$ cat src/rtl/button_conditioner_pkg.sv
// Shared state encoding and 24 MHz default timing constants for the button conditioner.
package button_conditioner_pkg;

    typedef enum logic [1:0] {
        ST_IDLE         = 2'd0,
        ST_PRESS_WAIT   = 2'd1,
        ST_HELD         = 2'd2,
        ST_RELEASE_WAIT = 2'd3
    } btn_state_e;

    localparam int unsigned DEF_DEBOUNCE_CYCLES = 240000;    // 10 ms at 24 MHz
    localparam int unsigned DEF_LONG_CYCLES     = 24000000;  // 1 s at 24 MHz

endpackage

$ cat src/rtl/button_conditioner_sync.sv
// Two-flop synchroniser with a configurable reset level, reusable for any async pin.
module sync_2ff #(
    parameter logic P_RESET_VAL = 1'b0
) (
    input  logic i_clk,
    input  logic i_rst_n,
    input  logic i_d,
    output logic o_q
);

    logic [1:0] ff_q;

    always_ff @(posedge i_clk or negedge i_rst_n) begin
        if (!i_rst_n) begin
            ff_q <= {2{P_RESET_VAL}};
        end else begin
            ff_q <= {ff_q[0], i_d};
        end
    end

    assign o_q = ff_q[1];

endmodule

$ cat src/rtl/button_conditioner.sv
// Push-button conditioner: synchroniser, debounce FSM, press/release pulses.
// Optional long-press pulse enabled by defining BUTTON_LONG_PRESS_EN.
module button_conditioner
    import button_conditioner_pkg::*;
#(
    parameter int unsigned P_DEBOUNCE_CYCLES = DEF_DEBOUNCE_CYCLES,
    parameter int unsigned P_LONG_CYCLES     = DEF_LONG_CYCLES,
    parameter bit          P_ACTIVE_LOW      = 1'b0
) (
    input  logic i_clk,
    input  logic i_rst_n,
    input  logic i_button,
    output logic o_level,
    output logic o_press,
    output logic o_release,
    output logic o_long
);

    localparam int unsigned CNT_W = (P_DEBOUNCE_CYCLES > 2) ? $clog2(P_DEBOUNCE_CYCLES) : 1;
    localparam logic [CNT_W-1:0] CNT_MAX = CNT_W'(P_DEBOUNCE_CYCLES - 1);

    if (P_LONG_CYCLES <= P_DEBOUNCE_CYCLES) begin : g_bad_long
        $error("P_LONG_CYCLES must exceed P_DEBOUNCE_CYCLES");
    end

    logic       sync_out;
    logic       p;
    btn_state_e state_q;
    logic [CNT_W-1:0] cnt_q;

    // Reset the synchroniser to the released level so reset never looks like a press.
    sync_2ff #(
        .P_RESET_VAL (P_ACTIVE_LOW)
    ) u_sync (
        .i_clk   (i_clk),
        .i_rst_n (i_rst_n),
        .i_d     (i_button),
        .o_q     (sync_out)
    );

    assign p = sync_out ^ P_ACTIVE_LOW;

`ifdef BUTTON_LONG_PRESS_EN
    localparam int unsigned LONG_W = $clog2(P_LONG_CYCLES + 1);
    localparam logic [LONG_W-1:0] LONG_MAX = LONG_W'(P_LONG_CYCLES);

    logic [LONG_W-1:0] long_q;

    always_ff @(posedge i_clk or negedge i_rst_n) begin
        if (!i_rst_n) begin
            long_q <= '0;
            o_long <= 1'b0;
        end else begin
            o_long <= 1'b0;
            if (state_q == ST_HELD && p) begin
                // Saturating, so the pulse fires once per accepted press.
                if (long_q != LONG_MAX) begin
                    long_q <= long_q + 1'b1;
                end
                if (long_q == LONG_MAX - 1'b1) begin
                    o_long <= 1'b1;
                end
            end else if (state_q == ST_IDLE ||
                         (state_q == ST_RELEASE_WAIT && !p && cnt_q == CNT_MAX)) begin
                long_q <= '0;
            end
        end
    end
`else
    assign o_long = 1'b0;
`endif

    always_ff @(posedge i_clk or negedge i_rst_n) begin
        if (!i_rst_n) begin
            state_q   <= ST_IDLE;
            cnt_q     <= '0;
            o_level   <= 1'b0;
            o_press   <= 1'b0;
            o_release <= 1'b0;
        end else begin
            o_press   <= 1'b0;
            o_release <= 1'b0;
            case (state_q)
                ST_IDLE: begin
                    cnt_q <= '0;
                    if (p) begin
                        state_q <= ST_PRESS_WAIT;
                    end
                end
                ST_PRESS_WAIT: begin
                    if (!p) begin
                        state_q <= ST_IDLE;
                        cnt_q   <= '0;
                    end else if (cnt_q == CNT_MAX) begin
                        state_q <= ST_HELD;
                        cnt_q   <= '0;
                        o_press <= 1'b1;
                        o_level <= 1'b1;
                    end else begin
                        cnt_q <= cnt_q + 1'b1;
                    end
                end
                ST_HELD: begin
                    cnt_q <= '0;
                    if (!p) begin
                        state_q <= ST_RELEASE_WAIT;
                    end
                end
                ST_RELEASE_WAIT: begin
                    if (p) begin
                        state_q <= ST_HELD;
                        cnt_q   <= '0;
                    end else if (cnt_q == CNT_MAX) begin
                        state_q   <= ST_IDLE;
                        cnt_q     <= '0;
                        o_release <= 1'b1;
                        o_level   <= 1'b0;
                    end else begin
                        cnt_q <= cnt_q + 1'b1;
                    end
                end
                default: begin
                    state_q <= ST_IDLE;
                    cnt_q   <= '0;
                end
            endcase
        end
    end

endmodule

$ cat config.mk
export PLATFORM = sky130hd
export DESIGN_NAME = button_conditioner
export DESIGN_NICKNAME = d
export VERILOG_FILES = /design/src/rtl/button_conditioner_pkg.sv /design/src/rtl/button_conditioner_sync.sv /design/src/rtl/button_conditioner.sv
export SDC_FILE = /design/constraint.sdc
export NUM_CORES = 1
export LEC_CHECK = 0
export ABC_AREA = 1
export CELL_PAD_IN_SITES_DETAIL_PLACEMENT = 2
export CELL_PAD_IN_SITES_GLOBAL_PLACEMENT = 2
export CORE_ASPECT_RATIO = 1.2
export CORE_MARGIN = 4
export CORE_UTILIZATION = 35
export CTS_CLUSTER_SIZE = 14
export DETAILED_ROUTE_END_ITERATION = 8
export PLACE_DENSITY_LB_ADDON = 0.12
export SLEW_MARGIN = 40
export SYNTH_ARGS = -nofsm -noshare
export SYNTH_HDL_FRONTEND = slang
export SYNTH_SLANG_ARGS = --single-unit
$ cat constraint.sdc
create_clock -name i_clk -period 1.8 [get_ports i_clk]
set_clock_uncertainty 0.1 [all_clocks]
set_input_delay 0.18 -clock i_clk [delete_from_list [all_inputs] [get_ports i_clk]]
set_output_delay 0.18 -clock i_clk [all_outputs]
set_load 0.01 [all_outputs]
* Word-level counts from Yosys, hierarchy flattened
Index checks and enable logic that the tools add are counted.
** Storage, ports and cells
- Register bits :: 25
- Output and inout port bits :: 4
- Input port bits :: 3
- Word-level logic and storage cells :: 45
** Cells by class
- Mux-type cells :: 21
- Equality and inequality tests :: 12
- Add/subtract/negate cells :: 1
- Reductions and logical operators :: 5
** Operator list (number)
- 18-bit two-way mux :: 3
- 18-bit case mux with 3 select lines :: 1
- 18-bit by 1-bit adder with 18-bit output (second input constant) :: 1
- 18-bit equality test (second input constant) :: 1
- 2-bit two-way mux :: 6
- 1-bit two-way mux :: 9
- 2-bit inequality test (second input constant) :: 4
- 2-bit case mux with 4 select lines :: 1
- 5-bit AND reduction :: 1
- 2-bit equality test (second input constant) :: 2
- 2-bit by 1-bit inequality test with 1-bit output (second input constant) :: 2
- 4-bit AND reduction :: 1
- 3-bit by 2-bit inequality test with 1-bit output (second input constant) :: 1
- 3-bit inequality test (second input constant) :: 1
- 2-bit by 1-bit equality test with 1-bit output (second input constant) :: 1
- 2-bit logical NOT :: 1
- 1-bit case mux with 2 select lines :: 1
- 2-bit nonzero test :: 1
- 2-bit OR reduction :: 1

* Depth between registers and ports, before layout
- Depth after elaboration :: 4
- Mapped depth :: 9
- Depth with buffers taken out :: 8

* Hierarchy
A second synthesis with hierarchy kept.
** Second synthesis, totals
- Cell total of the unflattened synthesis :: 185
- Area total of the unflattened synthesis :: 1398.8 um2
** Modules (own cells, without submodules)
- button_conditioner :: cells each 183, times used 1, area an instance 1348.8 um2
- sync_2ff :: cells each 2, times used 1, area an instance 50.0 um2

* Worst setup path before layout
Ideal clock, no wire load.
- Kind :: register to register
- Start point :: register cnt_q[0]
- End point :: register cnt_q[11]
- Setup slack :: 282 ps
- Stages on the path, launching flop included :: 10
- Arrival time :: 1299 ps
- Cells stage by stage :: dfrtp_1 ha_1 nand2_2 nor2_4 nand2_1 inv_1 nand2_2 nand2_4 buf_12 nor2_2
** On the way
- Cells in the longest elaborated chain, start to end :: 4
- Elaborated cells between the ends (all ways) :: 6
** RTL lines
- start: declaration :: RTL line button_conditioner.sv:29 : logic [CNT_W-1:0] cnt_q;
- start signal: assignment :: RTL line button_conditioner.sv:100 : cnt_q <= cnt_q + 1'b1;
- start signal: assignment :: RTL line button_conditioner.sv:119 : cnt_q <= cnt_q + 1'b1;
- 18-bit by 1-bit adder with 18-bit output or 18-bit equality test (tied branches)
- 18-bit two-way mux (*) :: RTL line button_conditioner.sv:94, button_conditioner.sv:113
- 18-bit two-way mux, on equally long branches :: RTL line button_conditioner.sv:110, button_conditioner.sv:91
- 18-bit case mux with 3 select lines (*) :: RTL line button_conditioner.sv:83 : case (state_q)
Mark *: on every way between the ends. The rest lies on a longest branch, timed or not.
A chain may end at the register's enable or synchronous reset.

* Worst setup path after layout
- Start point :: register cnt_q[6]
- End point :: register cnt_q[11]
Same word-level chain as after synthesis.

==> impl_metrics.toml <==
[run_status]
outcome = "complete, no violations"

[yosys]
synth_cell_type_count = 23
synth_seq_area_share_pct = 45.7
ys_ff_latch = 25
synth_area_sq_um = 1370
yosys_warnings = 0
avgSynthCellArea_sq_um = 7.95
ys_dominant_reg_cell = "dfrtp_1"
async_reset_ff_share_pct = 100
synth_edf_count = 0
netlist_instances = 172
syn_nets = 176

[sta]
timing.hold.ws_ps = 177
slew_viol_final = 0
fmax_mhz = 609
report.final.hold_viol_count = 0
finalSetupViolCount = 0
period_share_pct = 91.2
finalCriticalPeriod_ps = 1640

[worst_hold_path]
hp-class = "input port to asynchronous set/reset pin"

[floorplan]
dieWidth_microns = 65.1
rows = 24
io_pins = 7
dieHeight_microns = 76.5
initial_utilization_pct = 37.0
die-area_sq_um = 4980
core_sq_um = 3690

[power_and_ir_drop]
p_per_area_nw_per_um2 = 623
comb_power_share_pct = 4.9
swShare_pct = 23.0
p_leak_nw = 0.657
max-vdd-ir-drop_uv = 308
clockPowerShare_pct = 35.5
seq_power_share_pct = 59.5
p_int_mw = 0.739
power.switching_mw = 0.221

[clock_network]
root_buffer = "clkbuf_8"
hold_buffers = 0
cts_buffer_depth = 2
clk_latency_ps = 270
cts_sinks = 25
numCtsBuffers = 3
clk_pin_slew_ps = 90
cts_tree = "yes"
htree_levels = 1

[finish]
drive_above_1_share_pct = 15.4
nets = 187
n_antenna_cell = 0
final_common_cell = "nand2_1"
area_delta_synth_final_pct = 12.6
design_area_sq_um = 1540
nFillCells = 450
final_cell_mix = "34 x nand2_1, 29 x nor2_1, 26 x inv_1, 25 x dfrtp_1, 12 x nor2_2"

[grt]
grt_pass1_vias = 1239
grt_max_degree = 26
grt_overflow = 0
grt.total_usage_pct = 15.9
grt_pass1_wl_mm = 6.18
grt_antenna_before_repair = 0

[critical_path]
reg2reg_slack_ps = 160
cp.arrival_ps = 1710
critical_path_class = "register to register"
rr_endpoint = "cnt_q[11]"
crit_required_ps = 1870
r2r.worst_path.cells = 6
start_kind = "register"
r2r-start = "cnt_q[6]"
crit_path_max_fanout = 6
cp-end-kind = "register"

[detailed_routing]
wl_mm = 3.67
avgViaCountPerCell = 4.67
drt_iter0_markers = 20
wl_per_cell_microns = 15.7
vias = 1092
drc = 0
firstDrtPassIters = 3
ant_nets = 0

[job]
drv_cap = 0

[placement]
gp_congestion = 0.756
port_buffers = 5
place_area_sq_um = 1470
hpwl_mm = 2.70
-- sequential cells by signal, indices dropped and copies added, names as in the netlist, named ones only --
signal	cells
cnt_q	18
u_sync.ff_q	2
o_level	1
o_press	1
o_release	1
state_q	1
-- how the worst max path moves through the flow --
stage	start	end	slack, ps
global route	cnt_q[6]	cnt_q[11]	-10
global placement	cnt_q[0]	cnt_q[2]	180
CTS	cnt_q[9]	cnt_q[6]	50
finish	cnt_q[6]	cnt_q[11]	160
detailed placement	cnt_q[0]	cnt_q[13]	60
floorplan	cnt_q[0]	cnt_q[11]	280
-- layout make-up --
type	count	area, sq um	share of cell area (%)
Timing Repair Buffer	7	65.1	4.22
Tap cell	52	65.1	4.22
Multi-Input combinational cell	118	634	41.2
Inverter	28	105	6.82
Clock buffer	4	45.0	2.92
Sequential cell	25	626	40.6
-- cell usage after synthesis, types with 2 or more instances --
cell,count,area share [%]
nand4_1,7,3.2
xnor2_1,2,1.3
nand2_1,34,9.3
nor2_1,29,8.0
nor3_1,3,1.1
inv_1,27,7.4
xor2_1,6,3.8
nor2_2,12,5.5
o21ai_0,2,0.73
nand2_2,3,1.4
nor2_4,2,1.6
nand3_1,10,3.7
dfrtp_1,25,46
-- stage by stage --
step / instances / util (%) / worst slack (ps) / power [mW] / TNS, ps
2_1_floorplan: 172 / - / 282 / 0.610 / 0
3_3_place_gp: 229 / 39.8 / 177 / 0.625 / 0
3_5_place_dp: 229 / 39.8 / 62.2 / 0.627 / 0
4_1_cts: 233 / 41.0 / 54.0 / 0.977 / 0
5_1_grt: 234 / 41.7 / -12.4 / 1.01 / -12.4
6_report: 234 / 41.7 / 159 / 0.960 / 0
-- power by group through the flow --
| stage | sequential, mW | combinational, mW | clock [mW] |
|---|---|---|---|
| floorplan | 0.582 | 0.0285 | 0 |
| global placement | 0.582 | 0.0429 | 0 |
| detailed placement | 0.583 | 0.0446 | 0 |
| CTS | 0.572 | 0.0454 | 0.360 |
| global route | 0.573 | 0.0535 | 0.386 |
| finish | 0.572 | 0.0472 | 0.341 |
-- routing by layer --
metal | share of wire (%) | GRT usage, %
met1 | 42 | 19.0
met2 | 56 | 29.0
met3 | 1.3 | 2.51
met5 | 0 | 0
met4 | 0.65 | 4.36
-- cells by family after synthesis --
| kind of cell | count (synthesis) | share of synthesized area (%) |
|---|---|---|
| buffers and inverters | 30 | 9.70 |
| XOR/XNOR | 8 | 5.12 |
| AND/OR/NAND/NOR | 103 | 36.7 |
| flip-flops | 25 | 45.7 |
| other | 1 | 0.274 |
| adder cells (fa/ha/maj) | 1 | 0.915 |
| AO/OA/AOI/OAI | 4 | 1.56 |
-- what timing repair did --
| action | 4_1_cts | 5_1_grt |
|---|---|---|
| endpoints found under the setup margin | 0 | 13 |
| gates resized for setup | 0 | 3 |
| setup buffers | 0 | 0 |
-- critical path, cell delays in order, from the launching register on --
cell and delay (ps):
dfrtp_1 460, nand2_1 130, nor2_1 290, nand2_1 170, nor2_1 160, xor2_1 190, nor2_2 40
Note: power is estimated with default switching activity, not from simulation.
